### config.mk
export PLATFORM = sky130hd
export DESIGN_NAME = axis_bram_adapter_v1_0_rowbuf
export DESIGN_NICKNAME = d
export VERILOG_FILES = /design/src/rtl/axis_bram_adapter_v1_0_pkg.sv /design/src/rtl/axis_bram_adapter_v1_0_wordslot.sv /design/src/rtl/axis_bram_adapter_v1_0_rowbuf.sv
export SDC_FILE = /design/constraint.sdc
export NUM_CORES = 2
export LEC_CHECK = 0
export BUFFER_PORTS_ARGS = -buffer_cell sky130_fd_sc_hd__buf_2
export CAP_MARGIN = 0
export CORE_AREA = 4 4 495 497
export CTS_CLUSTER_DIAMETER = 200
export CTS_CLUSTER_SIZE = 16
export DETAILED_ROUTE_END_ITERATION = 8
export DIE_AREA = 0 0 499 501
export GPL_TIMING_DRIVEN = 0
export HOLD_SLACK_MARGIN = 0.08
export PLACE_DENSITY = 0.43
export RECOVER_POWER = 25
export SETUP_SLACK_MARGIN = 0.15
export SLEW_MARGIN = 30
export SYNTH_ARGS = -nofsm -noshare
export SYNTH_HDL_FRONTEND = slang
export SYNTH_HIERARCHICAL = 1
export SYNTH_SLANG_ARGS = --single-unit
export TNS_END_PERCENT = 100
### constraint.sdc
create_clock -name clk -period 4.25 [get_ports clk]
set_clock_uncertainty 0.15 [all_clocks]
set_input_delay 0.85 -clock clk [delete_from_list [all_inputs] [get_ports clk]]
set_output_delay 0.85 -clock clk [all_outputs]
set_load 0.01 [all_outputs]
### src/rtl/axis_bram_adapter_v1_0_pkg.sv
// Shared definitions for the AXIS<->BRAM adapter.
//   MUX_*    : per-word load codes driven by the controller into the row buffer
//   DEFAULT_*: default geometry of one BRAM row
package axis_bram_adapter_v1_0_pkg;

    localparam logic [1:0] MUX_HOLD = 2'b00;
    localparam logic [1:0] MUX_AXIS = 2'b11;
    localparam logic [1:0] MUX_BRAM = 2'b10;

    localparam int unsigned DEFAULT_BRAM_WIDTH_IN_WORD = 36;
    localparam int unsigned DEFAULT_WORD_WIDTH         = 16;

endpackage

### src/rtl/axis_bram_adapter_v1_0_wordslot.sv
// One word of the row buffer plus its fill bit.
//   clk, rstn       : clock, async active-low reset
//   code            : 2-bit load code for this word (hold / stream / BRAM)
//   s_axis_tdata    : stream word
//   s_axis_tvalid   : stream valid, qualifies the fill bit only
//   bram_word       : this word's slice of the BRAM read row
//   bram_wen        : BRAM write strobe, restarts the fill mask
//   word            : registered word value
//   fill            : registered fill bit (word holds fresh valid data)
module axis_bram_adapter_v1_0_wordslot
    import axis_bram_adapter_v1_0_pkg::*;
#(
    parameter int unsigned WORD_WIDTH = DEFAULT_WORD_WIDTH
) (
    input  logic                  clk,
    input  logic                  rstn,
    input  logic [1:0]            code,
    input  logic [WORD_WIDTH-1:0] s_axis_tdata,
    input  logic                  s_axis_tvalid,
    input  logic [WORD_WIDTH-1:0] bram_word,
    input  logic                  bram_wen,
    output logic [WORD_WIDTH-1:0] word,
    output logic                  fill
);

    logic [WORD_WIDTH-1:0] word_d;
    logic                  fill_d;

    always_comb begin
        word_d = word;
        if (code == MUX_AXIS) begin
            word_d = s_axis_tdata;
        end else if (code == MUX_BRAM) begin
            word_d = bram_word;
        end
    end

    // A BRAM-loaded row is complete by definition. A stream load without valid
    // clears the bit. The hold term is dropped on a BRAM write so the mask
    // restarts, while same-cycle loads still count toward the next row.
    always_comb begin
        fill_d = ((code == MUX_AXIS) && s_axis_tvalid)
               || (code == MUX_BRAM)
               || (!code[1] && fill && !bram_wen);
    end

    always_ff @(posedge clk or negedge rstn) begin
        if (!rstn) begin
            word <= '0;
            fill <= 1'b0;
        end else begin
            word <= word_d;
            fill <= fill_d;
        end
    end

endmodule

### src/rtl/axis_bram_adapter_v1_0_rowbuf.sv
// Row-buffer datapath of the AXIS<->BRAM adapter.
//   clk, rstn           : clock, async active-low reset
//   from_axis_mux_cntl  : per-word load codes, bits [2i+1:2i] for word i
//   to_axis_mux_cntl    : output word select
//   bram_wen            : BRAM write strobe
//   s_axis_tdata/tvalid : input stream
//   bram_dout           : BRAM read row, word i at [(i+1)W-1:iW]
//   bram_din            : row register, same packing as bram_dout
//   m_axis_tdata        : selected row word, 0 for an out-of-range select
//   row_complete        : every word of the row holds fresh data
//   underfill_err       : sticky, BRAM write of an incomplete row
module axis_bram_adapter_v1_0_rowbuf
    import axis_bram_adapter_v1_0_pkg::*;
#(
    parameter int unsigned WORD_WIDTH            = DEFAULT_WORD_WIDTH,
    parameter int unsigned BRAM_WIDTH_IN_WORD    = DEFAULT_BRAM_WIDTH_IN_WORD,
    parameter int unsigned TO_AXIS_MUX_CNTL_BITS = 6
) (
    input  logic                                     clk,
    input  logic                                     rstn,
    input  logic [2*BRAM_WIDTH_IN_WORD-1:0]          from_axis_mux_cntl,
    input  logic [TO_AXIS_MUX_CNTL_BITS-1:0]         to_axis_mux_cntl,
    input  logic                                     bram_wen,
    input  logic [WORD_WIDTH-1:0]                    s_axis_tdata,
    input  logic                                     s_axis_tvalid,
    input  logic [BRAM_WIDTH_IN_WORD*WORD_WIDTH-1:0] bram_dout,
    output logic [BRAM_WIDTH_IN_WORD*WORD_WIDTH-1:0] bram_din,
    output logic [WORD_WIDTH-1:0]                    m_axis_tdata,
    output logic                                     row_complete,
    output logic                                     underfill_err
);

    logic [BRAM_WIDTH_IN_WORD-1:0] fill;

    for (genvar i = 0; i < BRAM_WIDTH_IN_WORD; i++) begin : g_slot
        axis_bram_adapter_v1_0_wordslot #(
            .WORD_WIDTH(WORD_WIDTH)
        ) u_slot (
            .clk           (clk),
            .rstn          (rstn),
            .code          (from_axis_mux_cntl[2*i +: 2]),
            .s_axis_tdata  (s_axis_tdata),
            .s_axis_tvalid (s_axis_tvalid),
            .bram_word     (bram_dout[i*WORD_WIDTH +: WORD_WIDTH]),
            .bram_wen      (bram_wen),
            .word          (bram_din[i*WORD_WIDTH +: WORD_WIDTH]),
            .fill          (fill[i])
        );
    end

    // Decoded compare instead of an indexed read so a select past the last
    // word yields 0 rather than X.
    always_comb begin
        m_axis_tdata = '0;
        for (int i = 0; i < BRAM_WIDTH_IN_WORD; i++) begin
            if (to_axis_mux_cntl == TO_AXIS_MUX_CNTL_BITS'(i)) begin
                m_axis_tdata = bram_din[i*WORD_WIDTH +: WORD_WIDTH];
            end
        end
    end

    assign row_complete = &fill;

    // Uses the mask before this edge's restart.
    always_ff @(posedge clk or negedge rstn) begin
        if (!rstn) begin
            underfill_err <= 1'b0;
        end else if (bram_wen && !row_complete) begin
            underfill_err <= 1'b1;
        end
    end

endmodule

# Word-level counts from Yosys, hierarchy flattened
# Cells that the tools add are included.
[totals] latchBits=0 ram_bits=0 inputBits=674 output_inout_bits=594 rom_bits=0 word_cells=545 reg_bits=613 memories=0
[op_classes] multipliers=0 bitwise=0 n_lt_le_gt_ge=0 n_eq_ne=107 n_reduce_logical=257 shift=0 add_sub_neg=0 div_mod_pow=0 mux=108
[ops] cell="16-bit 2-to-1 mux" n=108
[ops] cell="2-bit equality test, second input constant" n=72
[ops] cell="1-bit logical AND" n=109
[ops] cell="6-bit by 5-bit equality test with 1-bit output, second input constant" n=16
[ops] cell="1-bit logical OR" n=72
[ops] cell="2-bit nonzero test" n=36
[ops] cell="6-bit by 4-bit equality test with 1-bit output, second input constant" n=8
[ops] cell="1-bit zero test" n=38
[ops] cell="36-bit AND reduction" n=1
[ops] cell="6-bit by 3-bit equality test with 1-bit output, second input constant" n=4
[ops] cell="6-bit equality test, second input constant" n=4
[ops] cell="6-bit by 2-bit equality test with 1-bit output, second input constant" n=2
[ops] cell="6-bit by 1-bit equality test with 1-bit output, second input constant" n=1
[ops] cell="6-bit zero test" n=1

# Longest topological paths before layout
[logic_depth] ltp_word=37 ltp_mapped=11 depth_no_buf=6

# Modules after synthesis
# The synthesis kept the hierarchy.
[by_module_without_submodules] module="axis_bram_adapter_v1_0_wordslot" seq_area_each_um2=425.4 instances=36 area_each_um2=795.8 cells_each=74
[by_module_without_submodules] module="axis_bram_adapter_v1_0_rowbuf" seq_area_each_um2=25.0 instances=1 area_each_um2=6702.7 cells_each=995

# Worst setup path before layout
# No wires, ideal clock.
[synth_timing] path_type="input port to output port" start="input to_axis_mux_cntl[0]" end="output m_axis_tdata[6]" required_ps=3250 path_slack_ps=459 n_path_buf=2 t_arrival_ps=2791 path_stages=6 cell_sequence="buf_2 buf_2 mux4_2 a222oi_1 a21oi_1 or4_1"
[synth_via] elab_chain_len=37 word_cells_on_any_way=72 classes_between="eq/ne: 35; mux: 36; reduce/logical: 1"
[synth_rtl] element="from (decl)" line="axis_bram_adapter_v1_0_rowbuf.sv:22" rtl="input logic [TO_AXIS_MUX_CNTL_BITS-1:0] to_axis_mux_cntl,"
[synth_rtl] element="6-bit zero test" line="axis_bram_adapter_v1_0_rowbuf.sv:56" rtl="if (to_axis_mux_cntl == TO_AXIS_MUX_CNTL_BITS'(i)) begin"
[synth_rtl] element="16-bit 2-to-1 mux (35 in series)" line="axis_bram_adapter_v1_0_rowbuf.sv:56"
[synth_rtl] element="16-bit 2-to-1 mux *" line="axis_bram_adapter_v1_0_rowbuf.sv:56"
[synth_rtl] element="to (decl)" line="axis_bram_adapter_v1_0_rowbuf.sv:28" rtl="output logic [WORD_WIDTH-1:0] m_axis_tdata,"
# Every way passes the cells marked *; elsewhere a longest branch is shown, timed or not.

# Worst setup path after layout
[layout_timing] start="input to_axis_mux_cntl[2]" end="output m_axis_tdata[4]"
# The elaborated chain is that of the path after synthesis.

==> flow_metrics.tcl <==
set metrics [dict create \
    tightest_slew_ns 2.99 \
    max_cap_violations 19 \
    num-fill-cells 26600 \
    core_um2 240000 \
    routedWlPerCell_um 44.2 \
    cp.required_ns 3.25 \
    async_reset_ff_frac 1.00 \
    clkSinkCount 613 \
    min_path_cells 3 \
    ys_seq_area_frac 0.434 \
    cts_tree "done" \
    r2r_cells 6 \
    instances_no_fill 8333 \
    critPathCaptureType "output port" \
    worstSetupStartpointType "input port" \
    min_period_ns 4.54 \
    h-tree-depth 2 \
    power.share.clock 0.248 \
    fin_ws_ns -0.288 \
    syn_avg_cell_area_um2 9.66 \
    finalMaxSlewViolations 412 \
    dr.pass1.iters 9 \
    grt_pass1_vias 39200 \
    p_switching_mw 7.32 \
    synth-main-ff-cell "dfrtp_1" \
    synth_seq_cells 613 \
    drt_first_iter_violations 4594 \
    grt_antenna_before_repair 123 \
    fp-row-count 180 \
    fmax_ghz 0.220 \
    critical_path_arrival_ns 3.54 \
    worstSetupPathType "input port to output port" \
    final-seq-area_um2 15300 \
    combPwrFrac 0.304 \
    drc 0 \
    drive_gt1_frac 0.396 \
    place_congestion 0.945 \
    setup_viol_count_final 17 \
    max-slew-margin-rel -0.991 \
    io_pins 1268 \
    pwr-share-seq 0.448 \
    clkTransAtPathRegs_ns 0.09 \
    die_w_um 499 \
    grt_usage 0.282 \
    area_delta_synth_final_pct 46.6 \
    multi_input_area_um2 19200 \
    grt_pass1_wl_mm 457 \
    p_int_mw 10.3 \
    die_area_um2 250000 \
    synth.distinct_cells 81 \
    powerDensity_nw_per_um2 341 \
    post_drt_via_cell_ratio 4.87 \
    peakVddDrop_v 0.000257 \
    drt_wl_total_mm 369 \
    clock_latency_ns 0.68 \
    gr-total-overflow 0 \
    synth_edf_count 0 \
    clockBufferDepth 3 \
    dp_hpwl_mm 302 \
    numPortBuffers 1194 \
    yosysWarnings 6 \
    nets 5772 \
    rsz0062_at_grt "yes" \
    syn_nets 4333 \
    syn_area_um2 35400 \
    fin_util 0.216 \
    place.detailed.instances 8077 \
    vias 40600 \
    path_max_fanout 10 \
    power.share.switching 0.414 \
    ant_nets 0 \
    numCtsBuffers 44 \
    cts_root_buf "clkbuf_16" \
    start_util 0.147 \
    violations "capacitance limit, slew limit, setup timing" \
    hold_violations 0 \
    grt_max_degree 80 \
    power.leakage_nw 23.1 \
    synth_cells 3659 \
    period_share 1.07 \
    total_power_mw 17.7 \
    die_h_um 501 \
    status "finished, violations left" \
    hp-class "input port to register" \
]
## cells by family after synthesis
logic type / count (synthesis) / synth area share
muxes: 695 / 0.205
and+or+nand+nor: 923 / 0.112
AOI/OAI and AO/OA: 1081 / 0.179
DFF: 613 / 0.434
buffers and inverters: 347 / 0.0698
## Yosys cell counts, types with 7 or more instances
cell type / instances / area, µm²
o221ai_1: 15 / 131
nand4_1: 14 / 87.6
a221o_1: 11 / 110
inv_1: 11 / 41.3
a211oi_1: 13 / 97.6
a21o_1: 10 / 75.1
nor3_1: 25 / 125
o31ai_1: 7 / 52.6
a21oi_1: 685 / 3430
a31oi_1: 16 / 100
o21ai_1: 12 / 60.1
dfrtp_1: 613 / 15300
clkbuf_1: 37 / 139
a32oi_1: 11 / 96.3
o22a_1: 39 / 342
buf_2: 208 / 1040
o2bb2ai_1: 8 / 70.1
o32ai_1: 9 / 78.8
mux4_2: 20 / 450
a22oi_1: 26 / 195
and3_1: 10 / 62.6
a221oi_1: 12 / 105
mux2i_1: 648 / 6490
a32o_1: 7 / 70.1
o211ai_1: 12 / 90.1
buf_6: 38 / 428
buf_1: 7 / 26.3
nor2_1: 639 / 2400
o22ai_1: 40 / 250
buf_12: 36 / 721
mux2_2: 27 / 304
nand2_1: 114 / 428
buf_4: 9 / 67.6
o21ai_0: 95 / 475
nor2b_1: 51 / 319
nand3_1: 20 / 100
## per-stage QoR
step                hold WS [ns]  area, µm²   TNS, ns  worst slack, ns
floorplan                  0.363      35400         0            0.459
global placement           0.313      45300  -7544.27           -12.53
detailed placement         0.314      46400    -42.39            -3.02
CTS                        0.240      51400     -1.87           -0.316
global route               0.283      51800    -12.24           -0.323
finish                     0.322      51800     -2.33           -0.288
## worst max-delay path, cell delays in order
cell and delay (ns):
buf_4 0.16, buf_8 0.15, nor4b_4 0.39, buf_4 0.28
buf_2 0.29, clkbuf_4 0.32, nand2_1 0.09, o2111ai_1 0.34
o21ai_2 0.16, a31oi_1 0.25, buf_4 0.22
## state kept, by name, indices dropped and copies added, names as in the netlist
name and cells:
underfill_err 1, g_slot.u_slot/fill 36, g_slot.u_slot/word 576
## power groups by stage
| stage | combinational, mW | clock, mW | sequential [mW] |
|---|---|---|---|
| floorplan | 1.71 | 0 | 7.25 |
| global placement | 4.75 | 0 | 7.99 |
| detailed placement | 4.88 | 0 | 7.99 |
| CTS | 5.32 | 4.52 | 7.91 |
| global route | 5.60 | 4.70 | 7.92 |
| finish | 5.37 | 4.39 | 7.91 |
## area by class of cell
type,count,share of cell area
multi-input cells,2699,0.370
flip-flops and latches,613,0.296
repair buffers,1393,0.161
well taps,3185,0.0769
plain buffers,335,0.0705
clock buffers,45,0.0217
diodes,49,0.00237
inverters,12,0.00104
clock inverters,2,0.000748
## cell usage in the layout, fill, tap and decap left out, types with 15 or more instances in the layout
cell type,n
a22oi_1,17
nand2_1,101
mux2_2,27
o22a_1,37
mux4_2,20
clkbuf_1,28
nor3_1,23
dfrtp_1,611
nand3_1,19
clkbuf_2,24
nor2_1,630
buf_2,1301
buf_4,127
a21oi_2,24
clkbuf_16,53
buf_16,41
mux2i_4,15
buf_8,18
mux2i_1,621
diode_2,49
buf_6,82
nor2b_1,49
a21oi_1,653
buf_12,75
o21ai_0,68
o21ai_1,15
o22ai_1,32
## repair_timing
item | CTS | global route
cloned | 3 | 2
hold buffers | 1 | 0
buffers inserted | 108 | 46
endpoints found under the setup margin | 17 | 17
pin swaps | 79 | 39
resized for setup | 621 | 93
endpoints found under the hold margin | 61 | 0
## per-layer routing
metal,vias to the layer above,GRT usage,part of all wire
li1,16100,-,-
met1,20800,0.354,0.41
met2,2864,0.447,0.45
met3,694,0.0784,0.087
met4,70,0.130,0.058
met5,-,0,0.0015
## path summary, 6_finish.rpt
kind                       slack (ns)                   start                         to
max reg2reg                      1.91  g_slot[16].u_slot/fill              underfill_err
min reg2reg                      0.33           underfill_err              underfill_err
max                             -0.29     to_axis_mux_cntl[2]            m_axis_tdata[4]
max in group asynchronous        0.24                    rstn  g_slot[30].u_slot/word[3]
min in group asynchronous        1.10                    rstn  g_slot[12].u_slot/word[7]
min                              0.32          bram_dout[480]  g_slot[30].u_slot/word[0]
Power figures use the tool's default switching activity.
